$ cat config.mk
export PLATFORM = sky130hd
export DESIGN_NAME = byte_packer_flat
export DESIGN_NICKNAME = d
export VERILOG_FILES = /design/src/rtl/byte_packer_pkg.sv /design/src/rtl/byte_packer_if.sv /design/src/rtl/byte_packer.sv /design/src/flat_wrapper.sv
export SDC_FILE = /design/constraint.sdc
export NUM_CORES = 1
export LEC_CHECK = 0
export ABC_CLOCK_PERIOD_IN_PS = 2440
export BUFFER_PORTS_ARGS = -buffer_cell sky130_fd_sc_hd__buf_2
export CORE_MARGIN = 5
export CORE_UTILIZATION = 50
export DETAILED_ROUTE_END_ITERATION = 8
export MAX_ROUTING_LAYER = met4
export PLACE_DENSITY_LB_ADDON = 0.08
export SYNTH_ARGS = -nofsm -noshare
export SYNTH_HDL_FRONTEND = slang
export SYNTH_SLANG_ARGS = --single-unit
$ cat constraint.sdc
create_clock -name clk -period 2.44 [get_ports clk]
set_clock_uncertainty 0.2 [all_clocks]
set_input_delay 0.366 -clock clk [delete_from_list [all_inputs] [get_ports clk]]
set_output_delay 0.366 -clock clk [all_outputs]
set_load 0.01 [all_outputs]
$ cat src/rtl/byte_packer_pkg.sv
// rtl/byte_packer_pkg.sv - shared byte-lane constants and lane-to-bit mapping
package byte_packer_pkg;

    localparam int LANE_W = 8;
    localparam int LANES  = 4;
    localparam int WORD_W = LANE_W * LANES;

    typedef enum logic {
        EMPTY = 1'b0,
        FULL  = 1'b1
    } state_t;

    // Lane 0 is the most significant byte; the splitter stage relies on this.
    function automatic int lane_msb(input int lane);
        return WORD_W - 1 - lane * LANE_W;
    endfunction

    function automatic logic [WORD_W-1:0] put_lane(input logic [WORD_W-1:0] w,
                                                   input int lane,
                                                   input logic [LANE_W-1:0] b);
        logic [WORD_W-1:0] r;
        r = w;
        r[lane_msb(lane) -: LANE_W] = b;
        return r;
    endfunction

endpackage

$ cat src/rtl/byte_packer_if.sv
// rtl/byte_packer_if.sv - byte input and word output handshakes of the packer
interface byte_packer_if;
    import byte_packer_pkg::*;

    logic              in_valid;
    logic              in_ready;
    logic [LANE_W-1:0] in_byte;
    logic              in_last;
    logic              out_valid;
    logic              out_ready;
    logic [WORD_W-1:0] out_word;
    logic [2:0]        out_len;

    modport master (
        output in_valid, in_byte, in_last, out_ready,
        input  in_ready, out_valid, out_word, out_len
    );

    modport slave (
        input  in_valid, in_byte, in_last, out_ready,
        output in_ready, out_valid, out_word, out_len
    );

endinterface

$ cat src/rtl/byte_packer.sv
// rtl/byte_packer.sv - packs a byte stream into 32-bit words, first byte in [31:24]
module byte_packer
    import byte_packer_pkg::*;
#(
    parameter logic [LANE_W-1:0] PAD = 8'h00
) (
    input  logic          clk,
    input  logic          reset,
    byte_packer_if.slave  bus
);

    localparam int CNT_W = 2;

    state_t                 state, state_next;
    logic [CNT_W-1:0]       cnt, cnt_next;
    logic [WORD_W-LANE_W-1:0] acc, acc_next;
    logic [WORD_W-1:0]      word_q, word_next;
    logic [2:0]             len_q, len_next;

    logic                   in_fire, out_fire, completing;
    logic [WORD_W-1:0]      formed, acc_ins;

    assign bus.in_ready  = (state == EMPTY) || bus.out_ready;
    assign bus.out_valid = (state == FULL);
    assign bus.out_word  = word_q;
    assign bus.out_len   = len_q;

    assign in_fire    = bus.in_valid && bus.in_ready;
    assign out_fire   = bus.out_valid && bus.out_ready;
    assign completing = in_fire && ((cnt == 2'd3) || bus.in_last);

    // Lanes below cnt come from acc, lane cnt takes the new byte, the rest are padded.
    always_comb begin
        formed  = {acc, PAD};
        acc_ins = {acc, PAD};
        for (int k = 0; k < LANES; k++) begin
            if (k == int'(cnt)) begin
                formed  = put_lane(formed, k, bus.in_byte);
                acc_ins = put_lane(acc_ins, k, bus.in_byte);
            end else if (k > int'(cnt)) begin
                formed  = put_lane(formed, k, PAD);
            end
        end
    end

    always_comb begin
        state_next = state;
        cnt_next   = cnt;
        acc_next   = acc;
        word_next  = word_q;
        len_next   = len_q;
        if (completing) begin
            word_next  = formed;
            len_next   = 3'(cnt) + 3'd1;
            cnt_next   = '0;
            state_next = FULL;
        end else begin
            if (in_fire) begin
                acc_next = acc_ins[WORD_W-1:LANE_W];
                cnt_next = cnt + 2'd1;
            end
            if (out_fire) begin
                state_next = EMPTY;
            end
        end
    end

    always_ff @(posedge clk) begin
        if (reset) begin
            state  <= EMPTY;
            cnt    <= '0;
            acc    <= '0;
            word_q <= '0;
            len_q  <= '0;
        end else begin
            state  <= state_next;
            cnt    <= cnt_next;
            acc    <= acc_next;
            word_q <= word_next;
            len_q  <= len_next;
        end
    end

endmodule

$ cat src/flat_wrapper.sv
// flat-port wrapper written by rule: the top's interface ports become plain ports
module byte_packer_flat import byte_packer_pkg::*;
#(
    parameter logic [LANE_W-1:0] PAD = 8'h00
)
  (clk, reset, bus_in_valid, bus_in_byte, bus_in_last, bus_out_ready, bus_in_ready, bus_out_valid, bus_out_word, bus_out_len);
  byte_packer_if bus_i ();
  input  logic clk;
  input  logic reset;
  input wire logic [$bits(bus_i.in_valid)-1:0] bus_in_valid;
  input wire logic [$bits(bus_i.in_byte)-1:0] bus_in_byte;
  input wire logic [$bits(bus_i.in_last)-1:0] bus_in_last;
  input wire logic [$bits(bus_i.out_ready)-1:0] bus_out_ready;
  output wire logic [$bits(bus_i.in_ready)-1:0] bus_in_ready;
  output wire logic [$bits(bus_i.out_valid)-1:0] bus_out_valid;
  output wire logic [$bits(bus_i.out_word)-1:0] bus_out_word;
  output wire logic [$bits(bus_i.out_len)-1:0] bus_out_len;
  assign bus_i.in_valid = bus_in_valid;
  assign bus_i.in_byte = bus_in_byte;
  assign bus_i.in_last = bus_in_last;
  assign bus_i.out_ready = bus_out_ready;
  assign bus_in_ready = bus_i.in_ready;
  assign bus_out_valid = bus_i.out_valid;
  assign bus_out_word = bus_i.out_word;
  assign bus_out_len = bus_i.out_len;
  byte_packer #(.PAD(PAD)) u_core (.clk(clk), .reset(reset), .bus(bus_i));
endmodule
==> impl_metrics.toml, run 1 <==
[placed_design]
post_dp_cell_area_um2 = 3070
dp_hpwl_mm = 4.71
port-buffer-count = 49
post-place-ws_ns = 0.395
post-place-cells = 378
gp_congestion = 0.851

[routing]
vias = 2200
ant_nets = 0
drc = 0
avgRoutedWirePerCell_um = 17.2
drt-initial-drc-count = 116
dr.pass1.iters = 4
vias_per_cell = 5.58
wl_mm = 6.76

[run_status]
status = "finished clean"

[finish]
fin_nets = 334
antenna_cells = 0
mostFrequentLayoutCells = "62 x dfxtp_1, 49 x buf_2, 32 x nand2b_1, 32 x mux2i_1"
stdcell_area_um2 = 3240
seq_area_um2 = 1240
num-fill-cells = 495
area_growth_pct = 12.1
multiInputGateArea_um2 = 1430
drive_gt1_share_pct = 24.2
instances_no_fill = 394
final_common_cell = "dfxtp_1"

[setup_path]
start_kind = "register"
required_ns = 2.45
worst_path_max_delay_cell = "ha_1"
crit_chain = "inv_1, ha_1, nand4_4, mux2i_1"
crit_buf_inv = 1
cp_slowest_stage_delay_ns = 0.67
critPathCaptureType = "register"
arrival_ns = 2.07
path_delay_family = "adder cells"
path_max_fanout = 17
criticalPathCategory = "register to register"

[clock_network]
cts_setup_buffers = 0
cts_buffers = 9
cts.sinks = 62
cts_tree = "yes"
h-tree-depth = 3
clock_latency_ns = 0.33
cts_resized = 0
clkTransAtPathRegs_ns = 0.07
cts_root_buffer = "clkbuf_8"
cts_buffer_depth = 2
hold_buffers = 0

[timing]
hold_slack_ns = 0.133
final.setup.tns_ns = 0
setup_slack_ns = 0.376
rsz0062_at_grt = "false"
slew_violations = 0
tightestPinTransition_ns = 0.784
setup_violations = 0
finalCritPeriodShare_pct = 84.6
period_minus_slack_ns = 2.06
max_freq_mhz = 485
finalHoldViolations = 0
slew_headroom_pct = 47.7

[synthesis]
synth-xor-area-share_pct = 0
ys_async_sr_fraction_pct = 0
ys.flop_type = "dfxtp_1"
synth_top_family_by_area = "compound AO/OA/AOI/OAI gates"
ys_seq_area_share_pct = 43.0
syn_area_um2 = 2890
synth_compound_gate_area_share_pct = 19.7
syn_inst = 278
ys_types = 37
synthMuxAreaShare_pct = 11.1
synth-adder-area-share_pct = 1.73
ys_ff_latch = 62
synth_edf_count = 0
yosys.area_share.simple_pct = 17.0
avgSynthCellArea_um2 = 10.4
synth_nets = 295
yosys_warnings = 0

[die]
die_area_um2 = 7400
die_width_um = 86.0
die_y_um = 86.0
core_um2 = 5570
io_pins = 50
placement_rows = 27
initial_core_util_pct = 51.8

[global_routing]
grt_pass1_wl_mm = 10.9
grt_usage_pct = 19.5
grt_pass1_vias = 2012
gr-total-overflow = 0
grt_max_degree = 47
antenna_found_initial = 0

[power_and_ir_drop]
power_density_nw_per_um2 = 655
leakage_nw = 1.40
peakVddDrop_v = 0.000360

[min_path]
hold_path_class = "input port to register"

[flow_run]
max-cap-violations = 0
## report_power, final
part	switching [mW]	internal [mW]
sequential	0.0243	1.05
combinational	0.165	0.110
clock	0.376	0.391
## metrics by stage
step           util, %  power (mW)
2_1_floorplan        -        1.30
3_5_place_dp      55.1        1.38
6_report          58.1        2.12
5_1_grt           58.1        2.24
4_1_cts           58.1        2.14
3_3_place_gp      55.1        1.37
## kinds of logic after synthesis
group	count (synthesis)
AOI/OAI and AO/OA	84
muxes	32
DFF	62
and+or+nand+nor	65
adders and majority gates	4
buffers and inverters	31
## sequential cells by signal, summed over array words and instances, names as in the netlist
name	flops
u_core.bus.out_word	32
u_core.bus.out_valid	1
u_core.bus.out_len	3
u_core.acc	24
u_core.cnt	2
## final timing paths
check	startpoint	to	slack, ns	depth (start not counted)
worst max-delay path	u_core.cnt[1]	u_core.acc[23]	0.38	4
worst min register to register	u_core.bus.out_word[7]	u_core.bus.out_word[7]	0.27	1
worst max register to register	u_core.cnt[1]	u_core.acc[23]	0.38	4
worst min-delay path	bus_in_byte[0]	u_core.bus.out_word[0]	0.13	2
## routing by layer
metal  part of all wire (%)  routed length, um  global-route usage, %
met5                      0                  0                      -
met1                     53               3600                   30.4
met2                     40               2680                   23.2
met4                    1.4                 94                   7.63
met3                    5.7                385                   4.71
## layout make-up
class	instances	area share [%]
multi-input combinational	185	44.2
sequential	62	38.3
timing repair buffer	54	8.73
clock buffer	12	4.48
tap	72	2.78
inverter	5	0.811
clock inverter	4	0.696
## synthesized netlist by cell type (all sizes together), types with 2 or more instances
master  count  area [um^2]
nor2        2         7.51
and3b       8         70.1
and4bb      2         25.0
a22o        8         70.1
clkbuf      6         22.5
mux2i      32          320
and2        2         12.5
dfxtp      62         1240
o21ai       2         10.0
nand3       2         10.0
a21oi      20          100
a31oi      26          178
nor3b       8         60.1
inv         5         26.3
nand2b     32          200
a211oi     25          188
nand4       2         27.5
buf        20          169
nand2       2         10.0
ha          4         50.1
No activity file was read; power rests on OpenSTA's default activity.
==> run 2: changes to the inputs <==
ABC_AREA = 1   (was default)
ABC_CLOCK_PERIOD_IN_PS = 1850   (was 2440)
CORE_UTILIZATION = 49   (was 50)
clock period = 1.85 ns   (was 2.44 ns; I/O delays follow)
==> impl_metrics.toml, run 2 <==
[synthesis]
ys_seq_area_share_pct = 46.1
synth_nets = 384
avgSynthCellArea_um2 = 7.34
ys_ff_latch = 62
syn_area_um2 = 2690
ys_top_cells_by_count = "76 x nand2_1, 62 x dfxtp_1, 60 x nor2_1"
ys.flop_type = "dfxtp_1"
yosys_warnings = 0
synth_edf_count = 0
syn_inst = 367
synth_top_area_cell = "dfxtp_1"
yosys.area.top_type_share_pct = 46.1
ys_types = 20
yosys-top-cells-area = "dfxtp_1 46%, nand2_1 11%, nor2_1 8.4%"
ys_async_sr_fraction_pct = 0
yosysMostFrequentCell = "nand2_1"

[finish]
drive_gt1_share_pct = 21.8
final_util_pct = 60.2
final_common_cell = "nand2_1"
area_growth_pct = 21.6
mostFrequentLayoutCells = "76 x nand2_1, 62 x dfxtp_1, 60 x nor2_1, 49 x buf_2, 38 x o21ai_0"
fin_nets = 439
largest_register_ffs = 32
antenna_cells = 0

[routing]
drc = 0
vias = 2582
avgRoutedWirePerCell_um = 13.2
wl_mm = 6.57
dr.pass1.iters = 4
vias_per_cell = 5.17
drt-initial-drc-count = 188
ant_nets = 0

[die]
die_area_um2 = 7080
die_y_um = 84.1
placement_rows = 27
io_pins = 50
die_width_um = 84.1
core_um2 = 5440
initial_core_util_pct = 49.5

[power_and_ir_drop]
p_sw_mw = 0.765
power_frac_comb_pct = 13.0
leakage_nw = 1.44
p_total_mw = 2.88
p_seq_share_pct = 49.0
p_int_mw = 2.12
p_clk_share_pct = 38.0
peakVddDrop_v = 0.000559
power_density_nw_per_um2 = 880
switching_share_pct = 26.5

[clock_network]
cts_buffers = 9
cts_tree = "yes"
clock_latency_ns = 0.33
h-tree-depth = 3
cts_root_buffer = "clkbuf_8"
cts.sinks = 62
clkTransAtPathRegs_ns = 0.07
cts_buffer_depth = 2

[timing]
finalCritPeriodShare_pct = 89.4
rsz0062_at_grt = "false"
slew_headroom_pct = 80.1
period_minus_slack_ns = 1.65
max_freq_mhz = 605
hold_slack_ns = 0.0212
slew_violations = 0
final.setup.tns_ns = 0
finalHoldViolations = 0
tightestPinTransition_ns = 0.298
setup_violations = 0
setup_slack_ns = 0.196

[placed_design]
gp_congestion = 0.773
port-buffer-count = 49
post-place-ws_ns = 0.115
dp_hpwl_mm = 4.45

[global_routing]
antenna_found_initial = 0
grt_pass1_wl_mm = 11.7
grt_usage_pct = 20.6
gr-total-overflow = 0
grt_pass1_vias = 2463
grt_max_degree = 34

[setup_path]
path_max_fanout = 9
crit_chain = "ha_1, nor2_8, nand3_4, nor2_4, nor2_1, nor2_1"
criticalPathCategory = "register to register"
required_ns = 1.91
crit_top_cell = "nor2_1"
worst_path_max_delay_cell = "dfxtp_1"
crit_buf_inv = 0
path_delay_family = "simple AND/OR/NAND/NOR gates"
start_kind = "register"
arrival_ns = 1.71
critPathCaptureType = "register"
cp_slowest_stage_delay_ns = 0.34

[flow_run]
max-cap-violations = 0

[run_status]
status = "finished clean"

[min_path]
hold_path_class = "input port to register"
[run 2: changes by cell type after synthesis, moves of 25 or more]
cell,change
a31oi_1,-25
nand3_1,+28
a211oi_1,-25
nor2_1,+58
mux2i_1,-32
nand2_1,+75
o21ai_0,+36
nand2b_1,-32
[run 2: kinds of logic (layout without fill, tap and decap cells)]
family,count (synthesis),count (layout),synth area share [%]
and+or+nand+nor,189,189,31.4
DFF,62,62,46.1
adders and majority gates,4,4,1.86
buffers and inverters,43,103,7.43
AOI/OAI and AO/OA,69,69,13.2
[run 2: final cells by class]
type,instances,area (um^2)
Clock buffer,13,169
Clock inverter,3,17.5
Fill cell,524,2170
Inverter,18,67.6
Multi-Input combinational cell,262,1250
Sequential cell,62,1240
Tap cell,72,90.1
Timing Repair Buffer,69,437
[run 2: timing repair]
action	4_1_cts	5_1_grt
gates resized for setup	0	1
setup buffers	0	3
hold buffers	0	0
setup endpoints to repair	0	10
[run 2: power by group through the flow]
stage                     logic (mW)  clock network [mW]  registers (mW)
after detailed placement       0.371                   0            1.44
after global placement         0.369                   0            1.44
after floorplan                0.216                   0            1.46
final                          0.376                1.09            1.41
after CTS                      0.372                1.12            1.41
after global routing           0.425                1.18            1.42
[run 2: layer usage]
layer | part of all wire, % | track usage [%] | vias up
li1 | - | - | 1315
met1 | 46 | 27.9 | 1198
met2 | 46 | 30.6 | 59
met3 | 5.8 | 4.22 | 10
met4 | 1.4 | 7.31 | 0
met5 | 0 | - | -
[run 2: worst register-to-register path: cells and delay by family, from the launching register on]
| family | cells | cell delay, ns |
|---|---|---|
| AND/OR/NAND/NOR | 5 | 0.79 |
| flip-flops | 1 | 0.34 |
| adder cells (fa/ha/maj) | 1 | 0.28 |
[run 2: through the flow]
stage	std cells	area (um^2)
2_1_floorplan	367	2690
3_3_place_gp	480	3060
3_5_place_dp	480	3060
4_1_cts	496	3250
5_1_grt	499	3270
6_report	499	3270
[run 2: final timing paths]
path	slack [ns]	end	start	cells after the start
setup / recovery	0.20	u_core.acc[13]	u_core.cnt[0]	6
hold / removal	0.02	u_core.bus.out_word[6]	bus_in_byte[6]	3
setup reg to reg	0.20	u_core.acc[13]	u_core.cnt[0]	6
hold reg to reg	0.25	u_core.bus.out_word[14]	u_core.bus.out_word[14]	2
==> run 3: changes to the inputs <==
PLACE_DENSITY = 0.81   (was default)
PLACE_DENSITY_LB_ADDON = default   (was 0.08)
==> impl_metrics.toml, run 3 (synthesis results as in run 2) <==
[global_routing]
top_usage_layer = "met2"
gr-total-overflow = 0
use_met3_pct = 4.61
grt_usage_pct = 20.9
grt_pass1_vias = 2528
grt_pass1_wl_mm = 11.5
antenna_found_initial = 0
grtUsageMet2_pct = 30.6
grt_max_degree = 29
use_met1_pct = 25.0

[clock_network]
cts_buffer_depth = 2
h-tree-depth = 3
cts_root_buffer = "clkbuf_8"
cts.sinks = 62
clkTransAtPathRegs_ns = 0.07
cts_tree = "yes"
cts_buffers = 9
clock_latency_ns = 0.35

[setup_path]
crit_buf_inv = 2
crit_top_cell = "nor2_1"
arrival_ns = 1.84
required_ns = 1.89
criticalPathCategory = "register to register"
start_kind = "register"
path_delay_family = "buffers and inverters"
path_max_fanout = 9
worst_path_max_delay_cell = "dfxtp_1"
crit_chain = "buf_4, ha_2, clkinvlp_2, nand3_1, o21ai_0, nor2_1, nor2_1"
critPathCaptureType = "register"
cp_slowest_stage_delay_ns = 0.37

[finish]
final_common_cell = "nand2_1"
mostFrequentLayoutCells = "76 x nand2_1, 62 x dfxtp_1, 60 x nor2_1, 49 x buf_2, 38 x o21ai_0"
largest_register_ffs = 32
fin_nets = 443
instances_no_fill = 503
area_growth_pct = 23.8
drive_gt1_share_pct = 22.7
antenna_cells = 0
stdcell_area_um2 = 3330

[timing]
finalCritPeriodShare_pct = 97.2
slew_headroom_pct = 66.5
rsz0062_at_grt = "false"
setup_violations = 0
slew_violations = 0
max_freq_mhz = 556
tightestPinTransition_ns = 0.502
final.setup.tns_ns = 0
finalHoldViolations = 0
period_minus_slack_ns = 1.80

[die]
initial_core_util_pct = 49.5
placement_rows = 27
die_y_um = 84.1
die_area_um2 = 7080
io_pins = 50
core_um2 = 5440
die_width_um = 84.1

[placed_design]
port-buffer-count = 49
gp_congestion = 0.861
post-place-cells = 480
dp_hpwl_mm = 4.65
post_dp_cell_area_um2 = 3050

[routing]
drc = 0
ant_nets = 0
vias = 2733
wl_mm = 7.08
avgRoutedWirePerCell_um = 14.1
drt-initial-drc-count = 308
dr.pass1.iters = 5
vias_per_cell = 5.43

[flow_run]
max-cap-violations = 0

[power_and_ir_drop]
peakVddDrop_v = 0.000616
leakage_nw = 1.45
power_density_nw_per_um2 = 941

[min_path]
hold_path_class = "input port to register"

[run_status]
status = "finished clean"
[run 3: cell count changes in the layout (fill, tap and decap cells not counted), sizes merged]
| cell | delta |
|---|---|
| bufinv | +2 |
| buf | +1 |
| dlygate4sd3 | +2 |
| clkinvlp | +4 |
| inv | -1 |
| clkinv | -2 |
| clkbuf | -2 |
[run 3: what timing repair did]
item,CTS,global route
hold buffers,2,0
buffers inserted,0,4
setup endpoints to repair,0,28
resized for setup,0,3
endpoints found under the hold margin,2,0
[run 3: report_power, final]
part | total, mW | switching (mW) | internal (mW)
logic | 0.385 | 0.246 | 0.139
clock network | 1.34 | 0.543 | 0.795
registers | 1.41 | 0.0273 | 1.39
total | 3.14 | 0.816 | 2.32
[run 3: final timing paths]
check / endpoint / depth (start not counted) / startpoint / slack, ns
max: u_core.bus.out_word[9] / 7 / u_core.cnt[1] / 0.05
min: u_core.bus.out_word[0] / 3 / bus_in_byte[0] / 0.006
max reg2reg: u_core.bus.out_word[9] / 7 / u_core.cnt[1] / 0.05
min reg2reg: u_core.bus.out_word[14] / 2 / u_core.bus.out_word[14] / 0.24
[run 3: tightest hold or removal path, cell delays in order]
cell,delay [ns]
buf_2,0.10
nand3_1,0.07
a21oi_1,0.06
[run 3: layout make-up]
| cell class | instances | area, um^2 |
|---|---|---|
| sequential | 62 | 1240 |
| fill | 462 | 2110 |
| timing repair inverter | 1 | 5.00 |
| timing repair buffer | 72 | 448 |
| multi-input combinational | 262 | 1250 |
| clock inverter | 5 | 82.6 |
| tap | 72 | 90.1 |
| clock buffer | 11 | 141 |
| inverter | 18 | 71.3 |
[run 3: per-layer routing]
layer | wire, um | up-vias
met5 | 0 | -
met4 | 363 | 0
met3 | 516 | 33
met2 | 3220 | 108
met1 | 2990 | 1272
li1 | - | 1320
[run 3: through the flow]
stage | worst slack, ns | util, % | power (mW) | hold WS [ns]
2_1_floorplan | 0.106 | - | 1.67 | 0.240
3_3_place_gp | 0.181 | 56.0 | 1.80 | 0.231
3_5_place_dp | 0.106 | 56.0 | 1.81 | 0.234
4_1_cts | 0.0541 | 60.5 | 3.13 | 0.0000270
5_1_grt | 0.00859 | 61.3 | 3.26 | 0.00450
6_report | 0.0522 | 61.3 | 3.14 | 0.00592
